[config.mk]
export PLATFORM = sky130hd
export DESIGN_NAME = wb_uart_txfifo_flat
export DESIGN_NICKNAME = d
export VERILOG_FILES = /design/src/rtl/wb_uart_txfifo_if.sv /design/src/rtl/wb_uart_txfifo.sv /design/src/flat_wrapper.sv
export SDC_FILE = /design/constraint.sdc
export NUM_CORES = 1
export LEC_CHECK = 0
export BUFFER_PORTS_ARGS = -buffer_cell sky130_fd_sc_hd__clkbuf_2
export CORE_MARGIN = 2
export CORE_UTILIZATION = 35
export DETAILED_ROUTE_END_ITERATION = 10
export GPL_TIMING_DRIVEN = 0
export PLACE_DENSITY_LB_ADDON = 0.08
export SYNTH_ARGS = -nofsm -noshare
export SYNTH_HDL_FRONTEND = slang
export SYNTH_SLANG_ARGS = --single-unit
export TNS_END_PERCENT = 10
[constraint.sdc]
create_clock -name i_clk -period 2.2 [get_ports i_clk]
set_clock_uncertainty 0.2 [all_clocks]
set_input_delay 0.22 -clock i_clk [delete_from_list [all_inputs] [get_ports i_clk]]
set_output_delay 0.22 -clock i_clk [all_outputs]
set_load 0.005 [all_outputs]
[src/rtl/wb_uart_txfifo_if.sv]
// Bus-side, RAM-side and serializer-side signals of the UART transmit FIFO.
interface wb_uart_txfifo_if #(
    parameter int p_DW = 8,
    parameter int p_AW = 3
);
    logic            i_flush;
    logic            i_wr;
    logic [p_DW-1:0] iv_wr_data;
    logic            o_full;
    logic            o_wr_ovf;
    logic [p_AW:0]   ov_level;
    logic            o_we_a;
    logic [p_AW-1:0] ov_addr_a;
    logic [p_DW-1:0] ov_data_a;
    logic            o_rd_b;
    logic [p_AW-1:0] ov_addr_b;
    logic [p_DW-1:0] iv_data_b;
    logic            o_rd_valid;
    logic [p_DW-1:0] ov_rd_data;
    logic            i_rd_ready;

    // FIFO controller side
    modport slave (
        input  i_flush, i_wr, iv_wr_data, iv_data_b, i_rd_ready,
        output o_full, o_wr_ovf, ov_level, o_we_a, ov_addr_a, ov_data_a,
        output o_rd_b, ov_addr_b, o_rd_valid, ov_rd_data
    );

    // Environment side: bus writer, RAM and serializer
    modport master (
        output i_flush, i_wr, iv_wr_data, iv_data_b, i_rd_ready,
        input  o_full, o_wr_ovf, ov_level, o_we_a, ov_addr_a, ov_data_a,
        input  o_rd_b, ov_addr_b, o_rd_valid, ov_rd_data
    );
endinterface

[src/rtl/wb_uart_txfifo.sv]
// UART transmit FIFO controller around an external two-port RAM with a
// registered read port. The RAM output register acts as the presented word
// (first-word-fall-through), so vld_q marks whether iv_data_b is live.
module wb_uart_txfifo #(
    parameter int p_DW = 8,
    parameter int p_AW = 3
) (
    input  logic            i_clk,
    input  logic            i_rst,
    wb_uart_txfifo_if.slave bus
);
    localparam logic [p_AW:0]   DEPTH_C   = (p_AW + 1)'(2 ** p_AW);
    localparam logic [p_AW:0]   CNT_ONE   = (p_AW + 1)'(1);
    localparam logic [p_AW-1:0] PTR_ONE   = p_AW'(1);

    logic [p_AW-1:0] wptr_q, wptr_d;
    logic [p_AW-1:0] rptr_q, rptr_d;
    logic [p_AW:0]   mcnt_q, mcnt_d;
    logic            vld_q, vld_d;
    logic            ovf_q, ovf_d;
    logic            full;
    logic            wr_ok;
    logic            fetch;
    logic            block;

    // Handshake decode on current state; reset and flush suppress RAM access
    always_comb begin
        block = i_rst | bus.i_flush;
        full  = (mcnt_q == DEPTH_C);
        wr_ok = bus.i_wr & ~full & ~block;
        fetch = (mcnt_q != '0) & (~vld_q | bus.i_rd_ready) & ~block;
    end

    assign bus.o_full     = full;
    assign bus.o_wr_ovf   = ovf_q;
    assign bus.ov_level   = mcnt_q + {{p_AW{1'b0}}, vld_q};
    assign bus.o_we_a     = wr_ok;
    assign bus.ov_addr_a  = wptr_q;
    assign bus.ov_data_a  = bus.iv_wr_data;
    assign bus.o_rd_b     = fetch;
    assign bus.ov_addr_b  = rptr_q;
    assign bus.o_rd_valid = vld_q;
    assign bus.ov_rd_data = bus.iv_data_b;

    // Next-state: pointers, unfetched count, output-stage flag, overflow pulse
    always_comb begin
        wptr_d = wptr_q;
        rptr_d = rptr_q;
        mcnt_d = mcnt_q;
        vld_d  = vld_q;
        ovf_d  = 1'b0;
        if (bus.i_flush) begin
            wptr_d = '0;
            rptr_d = '0;
            mcnt_d = '0;
            vld_d  = 1'b0;
        end else begin
            ovf_d = bus.i_wr & full;
            if (wr_ok) begin
                wptr_d = wptr_q + PTR_ONE;
            end
            if (fetch) begin
                rptr_d = rptr_q + PTR_ONE;
            end
            unique case ({wr_ok, fetch})
                2'b10:   mcnt_d = mcnt_q + CNT_ONE;
                2'b01:   mcnt_d = mcnt_q - CNT_ONE;
                default: mcnt_d = mcnt_q;
            endcase
            if (fetch) begin
                vld_d = 1'b1;
            end else if (vld_q & bus.i_rd_ready) begin
                vld_d = 1'b0;
            end
        end
    end

    // State register with synchronous reset
    always_ff @(posedge i_clk) begin
        if (i_rst) begin
            wptr_q <= '0;
            rptr_q <= '0;
            mcnt_q <= '0;
            vld_q  <= 1'b0;
            ovf_q  <= 1'b0;
        end else begin
            wptr_q <= wptr_d;
            rptr_q <= rptr_d;
            mcnt_q <= mcnt_d;
            vld_q  <= vld_d;
            ovf_q  <= ovf_d;
        end
    end
endmodule

[src/flat_wrapper.sv]
// flat-port wrapper written by rule: the top's interface ports become plain ports
module wb_uart_txfifo_flat 
#(
    parameter int p_DW = 8,
    parameter int p_AW = 3
)
  (i_clk, i_rst, bus_i_flush, bus_i_wr, bus_iv_wr_data, bus_iv_data_b, bus_i_rd_ready, bus_o_full, bus_o_wr_ovf, bus_ov_level, bus_o_we_a, bus_ov_addr_a, bus_ov_data_a, bus_o_rd_b, bus_ov_addr_b, bus_o_rd_valid, bus_ov_rd_data);
  wb_uart_txfifo_if #(.p_DW(p_DW), .p_AW(p_AW)) bus_i ();
  input  logic i_clk;
  input  logic i_rst;
  input wire logic [$bits(bus_i.i_flush)-1:0] bus_i_flush;
  input wire logic [$bits(bus_i.i_wr)-1:0] bus_i_wr;
  input wire logic [$bits(bus_i.iv_wr_data)-1:0] bus_iv_wr_data;
  input wire logic [$bits(bus_i.iv_data_b)-1:0] bus_iv_data_b;
  input wire logic [$bits(bus_i.i_rd_ready)-1:0] bus_i_rd_ready;
  output wire logic [$bits(bus_i.o_full)-1:0] bus_o_full;
  output wire logic [$bits(bus_i.o_wr_ovf)-1:0] bus_o_wr_ovf;
  output wire logic [$bits(bus_i.ov_level)-1:0] bus_ov_level;
  output wire logic [$bits(bus_i.o_we_a)-1:0] bus_o_we_a;
  output wire logic [$bits(bus_i.ov_addr_a)-1:0] bus_ov_addr_a;
  output wire logic [$bits(bus_i.ov_data_a)-1:0] bus_ov_data_a;
  output wire logic [$bits(bus_i.o_rd_b)-1:0] bus_o_rd_b;
  output wire logic [$bits(bus_i.ov_addr_b)-1:0] bus_ov_addr_b;
  output wire logic [$bits(bus_i.o_rd_valid)-1:0] bus_o_rd_valid;
  output wire logic [$bits(bus_i.ov_rd_data)-1:0] bus_ov_rd_data;
  assign bus_i.i_flush = bus_i_flush;
  assign bus_i.i_wr = bus_i_wr;
  assign bus_i.iv_wr_data = bus_iv_wr_data;
  assign bus_i.iv_data_b = bus_iv_data_b;
  assign bus_i.i_rd_ready = bus_i_rd_ready;
  assign bus_o_full = bus_i.o_full;
  assign bus_o_wr_ovf = bus_i.o_wr_ovf;
  assign bus_ov_level = bus_i.ov_level;
  assign bus_o_we_a = bus_i.o_we_a;
  assign bus_ov_addr_a = bus_i.ov_addr_a;
  assign bus_ov_data_a = bus_i.ov_data_a;
  assign bus_o_rd_b = bus_i.o_rd_b;
  assign bus_ov_addr_b = bus_i.ov_addr_b;
  assign bus_o_rd_valid = bus_i.o_rd_valid;
  assign bus_ov_rd_data = bus_i.ov_rd_data;
  wb_uart_txfifo #(.p_DW(p_DW), .p_AW(p_AW)) u_core (.i_clk(i_clk), .i_rst(i_rst), .bus(bus_i));
endmodule
* Word level (Yosys, flattened, before mapping) *
Cells that the tools add are included.

operators by class
  add/sub/neg operators = 5
  bitwise logic cells = 11
  muxes and demuxes = 3
  reduce and logical (&&, ||, !) cells = 4
  equal/unequal tests = 3

operators with widths
  cell                 count
  $pmux 4 s2           1
  $add 3x1->3 const B  2
  $and 1x1->1          6
  $add 4x1->4          1
  $add 4x1->4 const B  1
  $eq 4x4->1 const B   1
  $reduce_bool 2->1    2
  $reduce_bool 4->1    1
  $sub 4x1->4 const B  1
  $not 1->1            3
  $eq 2x1->1 const B   1
  $eq 2x2->1 const B   1
  $mux 1               2
  $or 1x1->1           2
  $reduce_or 2->1      1

word-level totals
  bits of input ports = 21
  logic and storage cells = 31
  output and inout port bits = 31
  register bits after elaboration = 12

* Logic depth before layout (Yosys ltp) *
  depth in word-level cells = 6
  gate-level depth with buffers = 10

* Worst setup path after synthesis *
Ideal clock, no wire load.

  path kind = register to register
  start = register u_core.mcnt_q[0]
  end = register u_core.mcnt_q[3]
  setup slack = -234 ps
  buffers on the path = 0
  data arrival time = 2107 ps
  period minus slack after synthesis = 2434 ps
  cell stages (with the launch flop) = 10
  cell sequence = dfxtp_1 nor4_1 a21oi_1 and2_1 ha_1 ha_1 nand3_1 and4b_1 o21ai_0 o31ai_1

RTL lines
  item                                                    RTL line              RTL
  start: declaration                                      wb_uart_txfifo.sv:18  logic [p_AW:0] mcnt_q, mcnt_d;
  start signal: assignment                                wb_uart_txfifo.sv:89  mcnt_q <= mcnt_d;
  $reduce_bool 4->1 *                                     wb_uart_txfifo.sv:31  fetch = (mcnt_q != '0) & (~vld_q | bus.i_rd_ready) & ~block;
  $and 1x1->1 * (2 in series)                             wb_uart_txfifo.sv:31
  net bus_o_rd_b                                          flat_wrapper.sv:22    output wire logic [$bits(bus_i.o_rd_b)-1:0] bus_o_rd_b;
  $eq 2x1->1 / $eq 2x2->1 (equally long branches)         wb_uart_txfifo.sv:65  unique case ({wr_ok, fetch})
  $pmux 4 s2 / $reduce_bool 2->1 (equally long branches)  n/a

The timed path passes the listed nets; every way through them passes the cells marked *.
A chain may end at the register's enable or synchronous reset.

* Final worst setup path *
  start = register u_core.mcnt_q[0]
  end = register u_core.mcnt_q[1]

between the ends
  word-level cells in the longest chain between the ends = 6

ends and longest elaborated chain
  item                                                    RTL line              RTL
  $eq 4x4->1                                              wb_uart_txfifo.sv:29  full = (mcnt_q == DEPTH_C);
  $not 1->1                                               wb_uart_txfifo.sv:30  wr_ok = bus.i_wr & ~full & ~block;
  $and 1x1->1 (2 in series)                               wb_uart_txfifo.sv:30
  $eq 2x1->1 / $eq 2x2->1 (equally long branches)         wb_uart_txfifo.sv:65
  $pmux 4 s2 / $reduce_bool 2->1 (equally long branches)  n/a

Parallel ways exist; a longest one is shown, timed or not.

==> run summary <==
The run finished, with violations left. The final reports fail on setup timing. The path class of the tightest hold or removal check is input port to register.

The tools report the final worst slack as -0.0505 ns. For this run, the register share of the synthesized area comes to 30.7%. CTS placed an instance of clkbuf_4 at the clock tree root. Summed over all layers, the routed wires come to 1740 um. The logs give 1060 um2 for the area after detailed placement and 0.726 for the weighted congestion reported at the end of routability-driven placement. The number of pins with negative max-slew slack in the final report is 0, and the post-route minimum period is 2.25 ns.

The worst-case IR drop observed on VDD is 0.183 mV. From bottom edge to top edge, the die measures 51.3 um. For the pin with the worst max-slew slack, the measured transition is 0.483 ns.

The relative slew slack is 67.8%, and the number of buffer and inverter stages on the critical path is 1. The first global-routing pass estimated 2790 um of wire. Global routing used 28.1% of the available met2 tracks. The family with the most delay on the worst path is simple AND/OR/NAND/NOR gates. The region available for standard cell placement spans 2170 um2. Data arrives at the worst endpoint at 2.20 ns.

Synthesis inferred 12 register bits. Kind of end point of the critical path: a register. The sequential cells in the finished layout cover a total of 255 um2. The maximum buffer depth of the clock tree was 2; the post-synth net total was 119. The run gives 0 as the number of antenna violations at the first check in global routing. Setup repair after global routing could not meet its margin everywhere. The number of rows in the core area is 17. Entering global routing, the biggest net connects 11 pins. Cells fill 53.8% of the core in the end. The busiest layer in global routing was met2. The number of antenna diodes in the final layout is 0. The post-synthesis average cell area came out at 8.70 um2. The tools report the via count of the first global-routing pass as 703. In this run, the number of DRC markers left after iteration 0 of detailed routing was 2.

Global routing used 14.1% of the available met1 tracks. For this run, the detailed router's first-pass iteration total came to 4. The total vias in the final route was 737.

The later pin in the worst-skew pair is clocked with a latency of 0.27 ns. For the effective utilization at floorplan, the log shows 36.1%. The routed wirelength normalized by instance count works out to 10.6 um. The type of element launching the critical path is a register.

The largest individual stage delay along the critical path comes from the cell or4b_4. In this design, the stage delay of the slowest critical-path cell is 0.56 ns. Clock tree synthesis found a total of 12 sinks. The run gives 0 as the overall overflow remaining after global route.

The die width is 51.3 um, and the cell area after synthesis is 783 um2. For this run, the total global-route usage over all layers was measured as 14.4%. The final critical-path share of the clock period is 102%, and the total power divided by cell area is 402 nW/um2.

Counting stages on the worst path, the most repeated cell is nor2_1. The tools report the leakage power summed over all cells as 0.000593 uW. After technology mapping, the gate count stands at 90. With fillers left out, the area of the finished cells amounts to 1170 um2.

Setup violations remaining at the end of the flow were counted as 3. The worst-path maximum fanout was 4; the total clock buffers created by CTS was 3. The run gives 0 as the final hold violation count. The floorplan step defined a die boundary enclosing 2630 um2.

For this run, the number of Yosys warnings is 0. The run gives 0 as the number of maximum-capacitance constraint violations. For this run, design rule violations remaining after detail routing come to 0. The count of boundary I/O pins came out at 52. After legalization and detailed placement, the total HPWL measured 1350 um. Compared with the post-synthesis result, the final layout area differs by 49.0%.

The detail route stage leaves a number of antenna-violating nets equal to 0. The run gives 2.15 ns as the required time of the worst setup path. The design draws 469 uW. The count of distinct cell types in the synthesized netlist was 27; the worst slack at placement was -0.128 ns. Fill cells in the final layout number 213. The detailed-route vias per instance works out to 4.49. Cells with a size suffix above 1 make up 59.6% of the layout. The number of levels in the clock H-tree was 1; the achievable clock frequency was 0.444 GHz. After clock tree synthesis, the clock-pin slew on the worst setup and hold paths is 0.07 ns.

The count of buffers added on input and output ports is 35. TritonCTS built the clock tree. After the last flow step, the layout net total stands at 166.

Global routing consumed, on the met3 layer, 1.75% of the routing resources. The worst setup path category was register to register. Traced cell by cell, the critical path runs through or4b_4 -> nand3_4 -> ha_4 -> inv_2 -> fa_2 -> nor2_1 -> a21oi_1 -> nor2_1. The multi-input combinational cells in the finished layout cover a total of 463 um2.
tightest hold or removal path: cells and delay by family:
family / cells / cell delay [ns]
compound gates: 1 / 0.06
buf+inv: 1 / 0.09
simple gates: 1 / 0.11
kinds of logic (layout without fill, tap and decap cells):
logic type	count (synthesis)	count (layout)	share of synthesized area [%]
simple gates	28	28	19.3
buf+inv	24	70	19.2
flops	12	12	30.7
compound gates	9	9	6.87
fa+ha+maj	8	8	13.7
xor+xnor	8	8	8.95
mux	1	1	1.28
power by group:
| group | switching, uW | internal (uW) | total [uW] |
|---|---|---|---|
| clock | 73.5 | 101 | 174 |
| sequential | 2.65 | 215 | 218 |
| combinational | 31.4 | 45.9 | 77.2 |
cell usage after synthesis:
cell | n | area share [%]
nor2_1 | 12 | 5.8
a211oi_1 | 1 | 0.96
nand3_1 | 4 | 2.6
nand2_1 | 2 | 0.96
ha_1 | 7 | 11
o21ai_0 | 1 | 0.64
nand2_2 | 1 | 0.80
nor4_1 | 1 | 0.80
buf_4 | 16 | 15
a21oi_2 | 1 | 1.1
nand3b_1 | 1 | 0.96
dfxtp_1 | 12 | 31
mux2i_1 | 1 | 1.3
xnor2_1 | 2 | 2.2
o31ai_1 | 1 | 0.96
nand2b_1 | 1 | 0.80
xor2_1 | 6 | 6.7
nand3_2 | 1 | 1.3
fa_1 | 1 | 2.6
and3_1 | 1 | 0.80
and2_1 | 1 | 0.80
or4b_4 | 1 | 1.8
a21oi_1 | 5 | 3.2
and4b_1 | 1 | 1.3
inv_1 | 6 | 2.9
or2_2 | 1 | 0.80
clkbuf_1 | 2 | 0.96
per-stage QoR:
step / TNS [ns] / hold WS, ns / cells
global route: -0.424 / 0.0557 / 164
CTS: -0.129 / 0.0513 / 163
floorplan: -0.0439 / 0.166 / 90
detailed placement: -0.355 / 0.284 / 153
finish: -0.104 / 0.0479 / 164
global placement: -0.315 / 0.278 / 153
worst paths after layout:
kind	startpoint	to	slack [ns]	cells after the start
worst max-delay path	u_core.mcnt_q[0]	u_core.mcnt_q[1]	-0.05	8
worst min-delay path	bus_i_rd_ready	u_core.bus.o_rd_valid	0.05	3
worst max register to register	u_core.mcnt_q[0]	u_core.mcnt_q[1]	-0.05	8
worst min register to register	u_core.bus.ov_addr_a[1]	u_core.bus.ov_addr_a[1]	0.29	2
cells in the final DEF, fill, tap and decap left out, types with 2 or more instances in the layout:
cell type	instances
a21oi_2	3
clkbuf_4	3
buf_4	23
dfxtp_4	4
a21oi_1	3
nor2_1	12
xnor2_1	2
clkbuf_1	2
ha_4	2
xor2_1	6
ha_1	5
clkbuf_2	35
nand3_1	3
dfxtp_1	8
nand2_1	2
inv_1	5
final cells by class:
cell class / count / area share (%)
tap: 28 / 3.00
timing repair buffer: 42 / 19.5
multi-input combinational: 54 / 39.7
sequential: 12 / 21.9
inverter: 6 / 1.93
buffer: 18 / 10.9
clock buffer: 4 / 3.11
sequential cells by signal, summed over array words and instances (netlist names):
name and flops:
u_core.bus.o_rd_valid 1, u_core.mcnt_q 4, u_core.bus.ov_addr_b 3, u_core.bus.o_wr_ovf 1, u_core.bus.ov_addr_a 3
timing repair:
action | 4_1_cts | 5_1_grt
setup buffers | 6 | 1
hold buffers | 0 | 0
cloned | 0 | 0
endpoints found under the setup margin | 3 | 3
gates resized for setup | 2 | 5
pin swaps | 3 | 2
metal layers:
layer	share of wire, %	vias up	routed length [um]
li1	-	374	-
met1	38	330	658
met2	56	31	970
met3	5.5	2	95
met4	0.86	0	15
met5	0	-	0
(Power assumes the default switching activity.)
